<file path="src/rtl/cia_timer_bank.sv">
// CIA-style interval timer bank: NUM_TIMERS down-counters with latches, one-shot/continuous
// modes and a masked read-to-clear ICR. Define CIA_TB_CHAIN_EN to enable timer cascading.
module cia_timer_bank #(
    parameter int unsigned NUM_TIMERS = 2,
    parameter int unsigned CNT_W      = 16
) (
    input  logic                  clk,
    input  logic                  rst_n,
    input  logic                  i_tick_en,
    input  logic                  i_cs,
    input  logic [3:0]            i_addr,
    input  logic                  i_we,
    input  logic [7:0]            i_data,
    output logic [7:0]            o_data,
    output logic                  o_irq,
    output logic [NUM_TIMERS-1:0] o_underflow
);

    localparam logic [3:0] ICR_ADDR = 4'hD;

    logic [CNT_W-1:0]      cnt_q [NUM_TIMERS];
    logic [CNT_W-1:0]      lat_q [NUM_TIMERS];
    logic [NUM_TIMERS-1:0] start_q;
    logic [NUM_TIMERS-1:0] oneshot_q;
    logic [NUM_TIMERS-1:0] chain_q;
    logic [NUM_TIMERS-1:0] flag_q;
    logic [NUM_TIMERS-1:0] mask_q;

    logic [NUM_TIMERS-1:0] wr_lo_c;
    logic [NUM_TIMERS-1:0] wr_hi_c;
    logic [NUM_TIMERS-1:0] wr_ctrl_c;
    logic [NUM_TIMERS-1:0] force_c;
    logic [NUM_TIMERS-1:0] cnt_en_c;
    logic [NUM_TIMERS-1:0] uf_c;
    logic                  bus_c;
    logic                  icr_wr_c;
    logic                  icr_rd_c;

    function automatic logic [CNT_W-1:0] set_lo(input logic [CNT_W-1:0] v, input logic [7:0] d);
        return (v & ~CNT_W'(8'hFF)) | CNT_W'(d);
    endfunction

    function automatic logic [CNT_W-1:0] set_hi(input logic [CNT_W-1:0] v, input logic [7:0] d);
        return (v & CNT_W'(8'hFF)) | CNT_W'({d, 8'h00});
    endfunction

    // Bus decode and count events; a chained timer's event is its predecessor's underflow.
    always_comb begin
        logic carry;
        logic ev;
        logic sel;
        bus_c     = i_tick_en & i_cs;
        icr_wr_c  = bus_c & i_we & (i_addr == ICR_ADDR);
        icr_rd_c  = bus_c & ~i_we & (i_addr == ICR_ADDR);
        wr_lo_c   = '0;
        wr_hi_c   = '0;
        wr_ctrl_c = '0;
        force_c   = '0;
        cnt_en_c  = '0;
        uf_c      = '0;
        carry     = 1'b0;
        ev        = 1'b0;
        sel       = 1'b0;
        for (int unsigned n = 0; n < NUM_TIMERS; n++) begin
            sel          = bus_c & i_we & (i_addr[3:2] == 2'(n));
            wr_lo_c[n]   = sel & (i_addr[1:0] == 2'd0);
            wr_hi_c[n]   = sel & (i_addr[1:0] == 2'd1) & (CNT_W > 8);
            wr_ctrl_c[n] = sel & (i_addr[1:0] == 2'd2);
            force_c[n]   = wr_ctrl_c[n] & i_data[4];
            ev           = (n > 0 && chain_q[n]) ? carry : 1'b1;
            cnt_en_c[n]  = i_tick_en & start_q[n] & ev & ~force_c[n];
            uf_c[n]      = cnt_en_c[n] & (cnt_q[n] == '0);
            carry        = uf_c[n];
        end
    end

    // Counters, latches and run/mode bits; a CPU control write overrides one-shot auto-stop.
    always_ff @(posedge clk or negedge rst_n) begin
        if (!rst_n) begin
            for (int unsigned n = 0; n < NUM_TIMERS; n++) begin
                cnt_q[n] <= '1;
                lat_q[n] <= '1;
            end
            start_q   <= '0;
            oneshot_q <= '0;
        end else if (i_tick_en) begin
            for (int unsigned n = 0; n < NUM_TIMERS; n++) begin
                if (wr_lo_c[n]) lat_q[n] <= set_lo(lat_q[n], i_data);
                if (wr_hi_c[n]) lat_q[n] <= set_hi(lat_q[n], i_data);

                if (force_c[n])                      cnt_q[n] <= lat_q[n];
                else if (wr_hi_c[n] && !start_q[n])  cnt_q[n] <= set_hi(lat_q[n], i_data);
                else if (uf_c[n])                    cnt_q[n] <= lat_q[n];
                else if (cnt_en_c[n])                cnt_q[n] <= cnt_q[n] - CNT_W'(1);

                if (wr_ctrl_c[n]) begin
                    start_q[n]   <= i_data[0];
                    oneshot_q[n] <= i_data[3];
                end else if (uf_c[n] && oneshot_q[n]) begin
                    start_q[n]   <= 1'b0;
                end
            end
        end
    end

`ifdef CIA_TB_CHAIN_EN
    always_ff @(posedge clk or negedge rst_n) begin
        if (!rst_n) begin
            chain_q <= '0;
        end else if (i_tick_en) begin
            for (int unsigned n = 0; n < NUM_TIMERS; n++) begin
                if (wr_ctrl_c[n]) chain_q[n] <= i_data[5];
            end
        end
    end
`else
    assign chain_q = '0;
`endif

    // ICR flags/mask; a same-tick underflow beats the read-clear.
    always_ff @(posedge clk or negedge rst_n) begin
        if (!rst_n) begin
            flag_q      <= '0;
            mask_q      <= '0;
            o_irq       <= 1'b0;
            o_underflow <= '0;
        end else begin
            o_irq       <= |(flag_q & mask_q);
            o_underflow <= uf_c;
            if (i_tick_en) begin
                if (icr_wr_c) begin
                    mask_q <= i_data[7] ? (mask_q | i_data[NUM_TIMERS-1:0])
                                        : (mask_q & ~i_data[NUM_TIMERS-1:0]);
                end
                flag_q <= (icr_rd_c ? '0 : flag_q) | uf_c;
            end
        end
    end

    // Read mux, combinational from the address.
    always_comb begin
        o_data = '0;
        if (i_addr == ICR_ADDR) begin
            o_data[NUM_TIMERS-1:0] = flag_q;
            o_data[7]              = |(flag_q & mask_q);
        end else begin
            for (int unsigned n = 0; n < NUM_TIMERS; n++) begin
                if (i_addr[3:2] == 2'(n)) begin
                    case (i_addr[1:0])
                        2'd0:    o_data = cnt_q[n][7:0];
                        2'd1:    o_data = 8'(cnt_q[n] >> 8);
                        2'd2:    o_data = {2'b00, chain_q[n], 1'b0, oneshot_q[n], 2'b00, start_q[n]};
                        default: o_data = '0;
                    endcase
                end
            end
        end
    end

endmodule

</file>
<file path="config.mk">
export PLATFORM = sky130hd
export DESIGN_NAME = cia_timer_bank
export DESIGN_NICKNAME = d
export VERILOG_FILES = /design/src/rtl/cia_timer_bank.sv
export SDC_FILE = /design/constraint.sdc
export NUM_CORES = 1
export LEC_CHECK = 0
export CELL_PAD_IN_SITES_DETAIL_PLACEMENT = 0
export CELL_PAD_IN_SITES_GLOBAL_PLACEMENT = 1
export CORE_MARGIN = 3
export CORE_UTILIZATION = 35
export CTS_BUF_LIST = sky130_fd_sc_hd__clkbuf_16
export DETAILED_ROUTE_END_ITERATION = 16
export GPL_TIMING_DRIVEN = 0
export PLACE_DENSITY_LB_ADDON = 0.1
export SLEW_MARGIN = 20
export SYNTH_ARGS = -nofsm -noshare
export SYNTH_HDL_FRONTEND = slang
export SYNTH_SLANG_ARGS = --single-unit
</file>
<file path="constraint.sdc">
create_clock -name clk -period 3.01 [get_ports clk]
set_input_delay 0.602 -clock clk [delete_from_list [all_inputs] [get_ports clk]]
set_output_delay 0.602 -clock clk [all_outputs]
set_load 0.02 [all_outputs]
</file>
==> results by group, run 1 <==
Worst hold path
  – HP Class: in -> async

Setup path
  – R2R Path Start: cnt_q[0]
  – Worst Setup End Kind: primary output
  – Crit path max-delay family: buffers and inverters
  – Crit-path cells: clkdlybuf4s50_1, buf_4, nand2b_1, or2_2, o22ai_2, clkdlybuf4s15_2
  – Max stage delay on crit path: between 400 and 500 ps
  – Critical Path RT: between 2000 and 2500 ps
  – R2R depth: 8
  – Crit path max fanout: 10
  – Critical path buffers and inverters: 3
  – Worst reg2reg path endpoint: cnt_q[14]
  – Worst setup SP type: input pin
  – Slowest cell on crit path: clkdlybuf4s50_1
  – Data arrival, critical path: 2330 ps
  – Worst setup path class: in -> out
  – Setup slack, reg-to-reg: 310 ps

Run
  – Max-cap violations: 0

Final layout
  – Final #Nets: between 500 and 600
  – Share of layout cells above drive strength 1: 28.9%
  – Commonest non-fill, non-tap cell in the layout: dfstp_2
  – Final cell area excluding filler cells: 5080 sq um
  – N_diodes: 0
  – Non-Filler Instances: 645
  – Commonest non-fill, non-tap cells in the layout: dfstp_2 (64), nand2_1 (46), nor2_1 (35), o21ai_0 (31), a21oi_1 (30)
  – Area grow syn2layout: 17.9%

Route
  – DR DRC count: 0
  – ANT nets after route: 0
  – Via density: 5.89
  – Initial DRC count: between 300 and 400
  – First-pass DRT Iterations: 5
  – Via count: 3798
  – Final WL: 14000 um
  – Avg WL per Cell: 21.7 um

Power
  – Pwr dens: between 500 and 600 nW/um^2
  – Reg power frac: 48.1%
  – Comb power frac: 19.0%
  – Internal Pwr Total: 2.00 mW
  – Worst vdd ir: approximately 0.23 mV
  – Switching part of the total: between 30% and 40%
  – Clock power frac: roughly a third
  – Sw power: between 0.8 and 0.9 mW
  – Pleak: just over 2 nW

Yosys
  – Synth Area in Compound Gates: roughly a fifth
  – Largest family of logic cells by synthesized area: compound AO/OA/AOI/OAI gates
  – Synth Instances: 460
  – Xor/xnor cell area share of the yosys netlist: 0%
  – Synth warnings: 0
  – Synthesized area per cell: 9.37 sq um
  – Dominant synthesized flop cell: dfstp_2
  – Syn_nets: 479
  – Ys async rst share: 100%
  – Sequential element share of the synthesized area: a little under half
  – Netlist cell types: between 50 and 60
  – Seq cells post-synth: 75
  – Post-synth top area share: about 40%
  – Number of flops mapped to enable cells by yosys: 0
  – Post-Synth Simple-Gate Area: a little under a fifth
  – Largest area contributor in the netlist: dfstp_2
  – Adder-cell share of the synthesized area: 0.581%
  – Post-synthesis mux area share: 11.3%
  – Post-synthesis cell area: 4310 sq um
  – Main area contributors after synthesis: dfstp_2 (39%), mux2_2 (6.8%), dfrtp_1 (6.4%)

Timing
  – Fin crit share: 97.4%
  – Clock Skews: 3.59 ps
  – Hold Violations, Final: 0
  – Setup TNS: 0 ps
  – Pins Over Slew Limit: 0
  – Final hold slack: 260 ps
  – Max frequency: 0.341 GHz
  – Relative slew slack: between 30 and 40%
  – Setup-failing EPs final: 0
  – Worst-Margin Slew: about 910 ps
  – RSZ-0062 raised after global routing: false
  – Fin crit period: 2930 ps

Global routing
  – Tot GR Track Use: a little over a fifth
  – First-pass GRT wire length: ~22000 um
  – Antenna violations before repair: 0
  – Global route overflow: 0
  – Vias in the first global route: about 3.7k
  – Largest net degree at the start of global routing: 43

Clocking
  – CTS root buf: clkbuf_16
  – Clk slew on worst S/H paths: roughly 60 ps
  – TritonCTS clock tree: yes
  – H-tree Lvls: 3
  – CTS sink cnt: between 70 and 80
  – CTS Buf Count: 9
  – Max Buffers Root-to-Sink: 2
  – Clk_lat worst skew: approximately 340 ps

Placement
  – Area after DPL: between 4000 and 5000 sq um
  – RePlAce Congestion: 0.899
  – Detailed placement HPWL: 9910 um
  – Placed Instances: 630
  – Port bufs: 26

Floorplanning
  – Starting density of the core: 36.8%
  – Die area: 13700 sq um
  – Placement Rows: 39
  – Die Y: around 120 um
  – Core Footprint: 11700 sq um
  – Chip width: 117 um
  – Ports: 28

Run status
  – Run status: finished, final reports clean
==> worst reg2reg max path: cells and delay by family, from the launching register on <==
family	cells	cell delay (ps)
AOI/OAI and AO/OA	3	1200
DFF	1	570
and+or+nand+nor	2	370
buffers and inverters	2	240
adders and majority gates	1	240
==> synthesized netlist by cell type, types with 4 or more instances <==
cell type   n
nand4_1     5
o221ai_1    5
dfstp_2    64
o22a_1      6
dfrtp_1    11
or2_2       4
nor3_1     19
buf_1       4
nor2b_1     4
a211oi_1    5
o22ai_1    21
a31oi_1     7
inv_1      17
mux2_2     26
o21ai_0    32
nand2_1    46
or3_1       5
mux2i_1    17
clkbuf_1   14
o21a_1      5
a21oi_1    30
nand3_1    18
nand2b_1    5
nor2_1     35
==> worst max-delay path by stage <==
stage / startpoint / endpoint / slack, ps / depth (start not counted)
2_1_floorplan: i_addr[0] / o_data[3] / 450 / 5
3_3_place_gp: rst_n / oneshot_q[1] / -1370 / 1
3_5_place_dp: i_addr[0] / o_data[7] / -990 / 7
4_1_cts: i_addr[0] / o_data[0] / 7 / 9
5_1_grt: i_addr[1] / o_data[4] / 10 / 6
6_report: i_addr[1] / o_data[4] / 80 / 6
==> state kept, by name, indices dropped and copies added (netlist names), named ones only <==
name / count
cnt_q: 32
flag_q: 2
lat_q: 32
o_irq: 1
o_underflow: 2
oneshot_q: 2
start_q: 2
==> logic make-up (layout without fill, tap and decap cells) <==
group	Yosys count	after routing
compound gates	135	135
fa+ha+maj	2	2
buf+inv	41	83
flops	75	75
mux	44	44
simple gates	163	163
==> timing repair <==
item	4_1_cts	5_1_grt
hold buffers	0	0
endpoints found under the setup margin	16	30
resized for setup	37	20
buffers inserted	0	0
cloned	0	0
==> layout make-up <==
cell class                 instances  area, sq um
buffer                            22          129
multi-input combinational        344         2230
fill                            1174         6630
timing repair buffer              27          263
clock buffer                       9          225
tap                              143          179
inverter                          18         67.6
sequential                        75         1960
clock inverter                     7         27.5
==> metrics by stage <==
stage	setup slack, ps	util, %	total power [mW]
finish	77.4	43.4	2.88
detailed placement	-992	40.7	1.93
global placement	-1370	40.5	1.92
CTS	7.32	43.3	2.90
global route	9.72	43.4	3.04
floorplan	451	-	1.69
==> routing by layer <==
layer / GRT usage (%) / vias up / wire, um
li1: - / 1786 / -
met1: 32.5 / 1900 / 6910
met2: 32.1 / 101 / 6220
met3: 3.75 / 11 / 691
met4: 6.50 / 0 / 180
met5: 0 / - / 0
==> power groups by stage <==
stage          combinational, mW  sequential [mW]  clock, mW
2_1_floorplan              0.368             1.33          0
3_3_place_gp               0.526             1.39          0
3_5_place_dp               0.538             1.39          0
4_1_cts                    0.546             1.38      0.979
5_1_grt                    0.617             1.40       1.02
6_report                   0.548             1.38      0.949
Power figures use the tool's default switching activity.
==> run 2: changes to the inputs <==
SLEW_MARGIN = 10   (was 20)
==> run 2 against run 1 <==
Compared with the run above:
- die area did not move
- cell count rose by 0.31%
- sequential share of layout area fell by 0.20 points
- utilization rose by 0.22 points
- flip-flop and latch count did not move
- total power rose by 0.50%
- worst setup slack got worse by 39 ps
- first-iteration DRC count fell by 18%
==> results by group, run 2 (same netlist as run 1, synthesis figures left out) <==
Route
  – Final WL: 13900 um (-0.62%)
  – ANT nets after route: 0 (unchanged)
  – Via count: 3800 (+0.053%)
  – Initial DRC count: 273 (-18%)
  – DR DRC count: 0 (unchanged)
  – Met2 wire len: 6030 um (-3.1%)
  – Met3 wire len: 727 um (+5.2%)
  – Met1 WL: 6940 um (+0.36%)
  – Via density: 5.87 (-0.26%)
  – First-pass DRT Iterations: 5 (unchanged)
  – Avg WL per Cell: 21.5 um (-0.93%)
  – Max layer used: met4

Final layout
  – Filler cells: 1163 (-0.94%)
  – Reg area: 1960 sq um (unchanged)
  – Share of layout cells above drive strength 1: 28.8% (-0.11 points)
  – Non-Filler Instances: 647 (+0.31%)
  – Commonest non-fill, non-tap cell in the layout: dfstp_2
  – Final #Nets: 518 (+0.39%)
  – Final Core Density: 43.6% (+0.22 points)
  – Area of the multi-input gates: 2230 sq um (-0.11%)
  – Final cell area excluding filler cells: 5110 sq um (+0.52%)
  – Top flop regs: cnt_q: 32 flops, lat_q: 32 flops
  – Area grow syn2layout: 18.6%
  – N_diodes: 0 (unchanged)
  – Commonest non-fill, non-tap cells in the layout: dfstp_2 (64), nand2_1 (46), nor2_1 (35), o21ai_0 (31), a21oi_1 (30)

Timing
  – Fin worst setup slack: 38.6 ps (-38.9 ps)
  – Setup-failing EPs final: 0 (unchanged)
  – Max frequency: 0.337 GHz (-1.3%)
  – Setup TNS: 0 ps (unchanged)
  – RSZ-0062 raised after global routing: false
  – Pins Over Slew Limit: 0 (unchanged)
  – Worst-Margin Slew: 896 ps (-15.9 ps)
  – Hold Violations, Final: 0 (unchanged)
  – Fin crit period: 2970 ps (+38.9 ps)
  – Final hold slack: 127 ps (-133 ps)
  – Clock Skews: 6.01 ps (+2.42 ps)
  – Fin crit share: 98.7% (+1.3 points)
  – Relative slew slack: 40.1% (+1.1 points)

Setup path
  – Worst setup path class: in -> out
  – Critical Path RT: 2410 ps (about the same)
  – Worst reg2reg path endpoint: cnt_q[14]
  – Setup slack, reg-to-reg: 250 ps (-60 ps)
  – Data arrival, critical path: 2370 ps (+40 ps)
  – Worst setup SP type: input pin
  – R2R Path Start: cnt_q[0]
  – Crit path max fanout: 10 (unchanged)
  – Worst Setup End Kind: primary output
  – R2R depth: 8 (unchanged)

Power
  – Pwr dens: 567 nW/um^2 (about the same)
  – Tot Pwr: 2.90 mW (+0.50%)
  – Pleak: 2.09 nW (+1.1%)
  – Worst vdd ir: 0.234 mV (-0.26%)

Worst hold path
  – HP Class: in -> async

Placement
  – Pre-CTS WS: -1010 ps (-15.6 ps)
  – Detailed placement HPWL: 9860 um (-0.48%)
  – Placed Instances: 630 (unchanged)
  – Area after DPL: 4770 sq um (+0.16%)
  – RePlAce Congestion: 0.899 (unchanged)
  – Port bufs: 26 (unchanged)

Clocking
  – Post-CTS Hold Fix Bufs: 0 (unchanged)
  – Clk_lat worst skew: 340 ps (about the same)
  – CTS sink cnt: 75 (unchanged)
  – Max Buffers Root-to-Sink: 2 (unchanged)
  – CTS Buf Count: 9 (unchanged)
  – TritonCTS clock tree: yes
  – H-tree Lvls: 3 (unchanged)
  – Clk slew on worst S/H paths: 60 ps (about the same)
  – CTS root buf: clkbuf_16

Global routing
  – Vias in the first global route: 3617 (-1.3%)
  – Antenna violations before repair: 0 (unchanged)
  – Largest net degree at the start of global routing: 59 (+37%)
  – First-pass GRT wire length: 21600 um (-1.3%)
  – Tot GR Track Use: 21.4% (-0.30 points)
  – Global route overflow: 0 (unchanged)

Floorplanning
  – Die area: 13700 sq um (unchanged)
  – Ports: 28 (unchanged)
  – Die Y: 117 um (unchanged)
  – Core Footprint: 11700 sq um (unchanged)
  – Placement Rows: 39 (unchanged)
  – Chip width: 117 um (unchanged)
  – Starting density of the core: 36.8% (unchanged)

Run
  – Max-cap violations: 0 (unchanged)

Run status
  – Run status: finished, final reports clean
==> run 2: cell count changes in the layout (fill, tap and decap cells not counted), sizes merged <==
| cell | before | now |
|---|---|---|
| inv | 19 | 20 |
| dlygate4sd2 | 1 | 3 |
| clkinv | 6 | 5 |
| buf | 12 | 14 |
| clkbuf | 25 | 23 |
==> run 2: where the power goes <==
part	internal (mW)	switching, mW	total [mW]	leakage, nW
logic	0.233	0.318	0.551	1.14
clock network	0.540	0.420	0.960	0.138
registers	1.23	0.154	1.38	0.816
total	2.00	0.892	2.90	2.09
==> run 2: worst max path at each step <==
stage	endpoint	depth (start not counted)	start	slack, ps
4_1_cts	o_data[3]	7	i_addr[0]	2
2_1_floorplan	o_data[3]	5	i_addr[0]	450
5_1_grt	o_data[7]	6	i_addr[1]	8
6_report	o_data[1]	6	i_addr[1]	40
3_5_place_dp	o_data[7]	7	i_addr[0]	-1010
3_3_place_gp	oneshot_q[1]	1	rst_n	-1370
==> run 2: per-layer routing <==
layer	global-route usage [%]	up-vias
li1	-	1791
met1	32.1	1873
met2	31.7	121
met3	3.24	15
met4	6.88	0
met5	0	-
==> run 2: worst max-delay path: stages <==
cell and delay [ps]:
clkdlybuf4s50_1 480, buf_4 220, or3_4 440, o22ai_2 150, o21a_1 140, dlygate4sd2_1 330
==> run 2: layout make-up <==
class / instances / share of cell area (%)
plain buffers: 22 / 2.47
clock buffers: 9 / 4.41
clock inverters: 7 / 0.563
inverters: 18 / 1.32
multi-input cells: 344 / 43.7
flip-flops and latches: 75 / 38.3
well taps: 143 / 3.50
repair buffers: 29 / 5.73
==> run 2: what timing repair did <==
item	CTS	global route
endpoints found under the setup margin	16	25
setup buffers	0	2
gates cloned	0	0
gates resized for setup	34	16
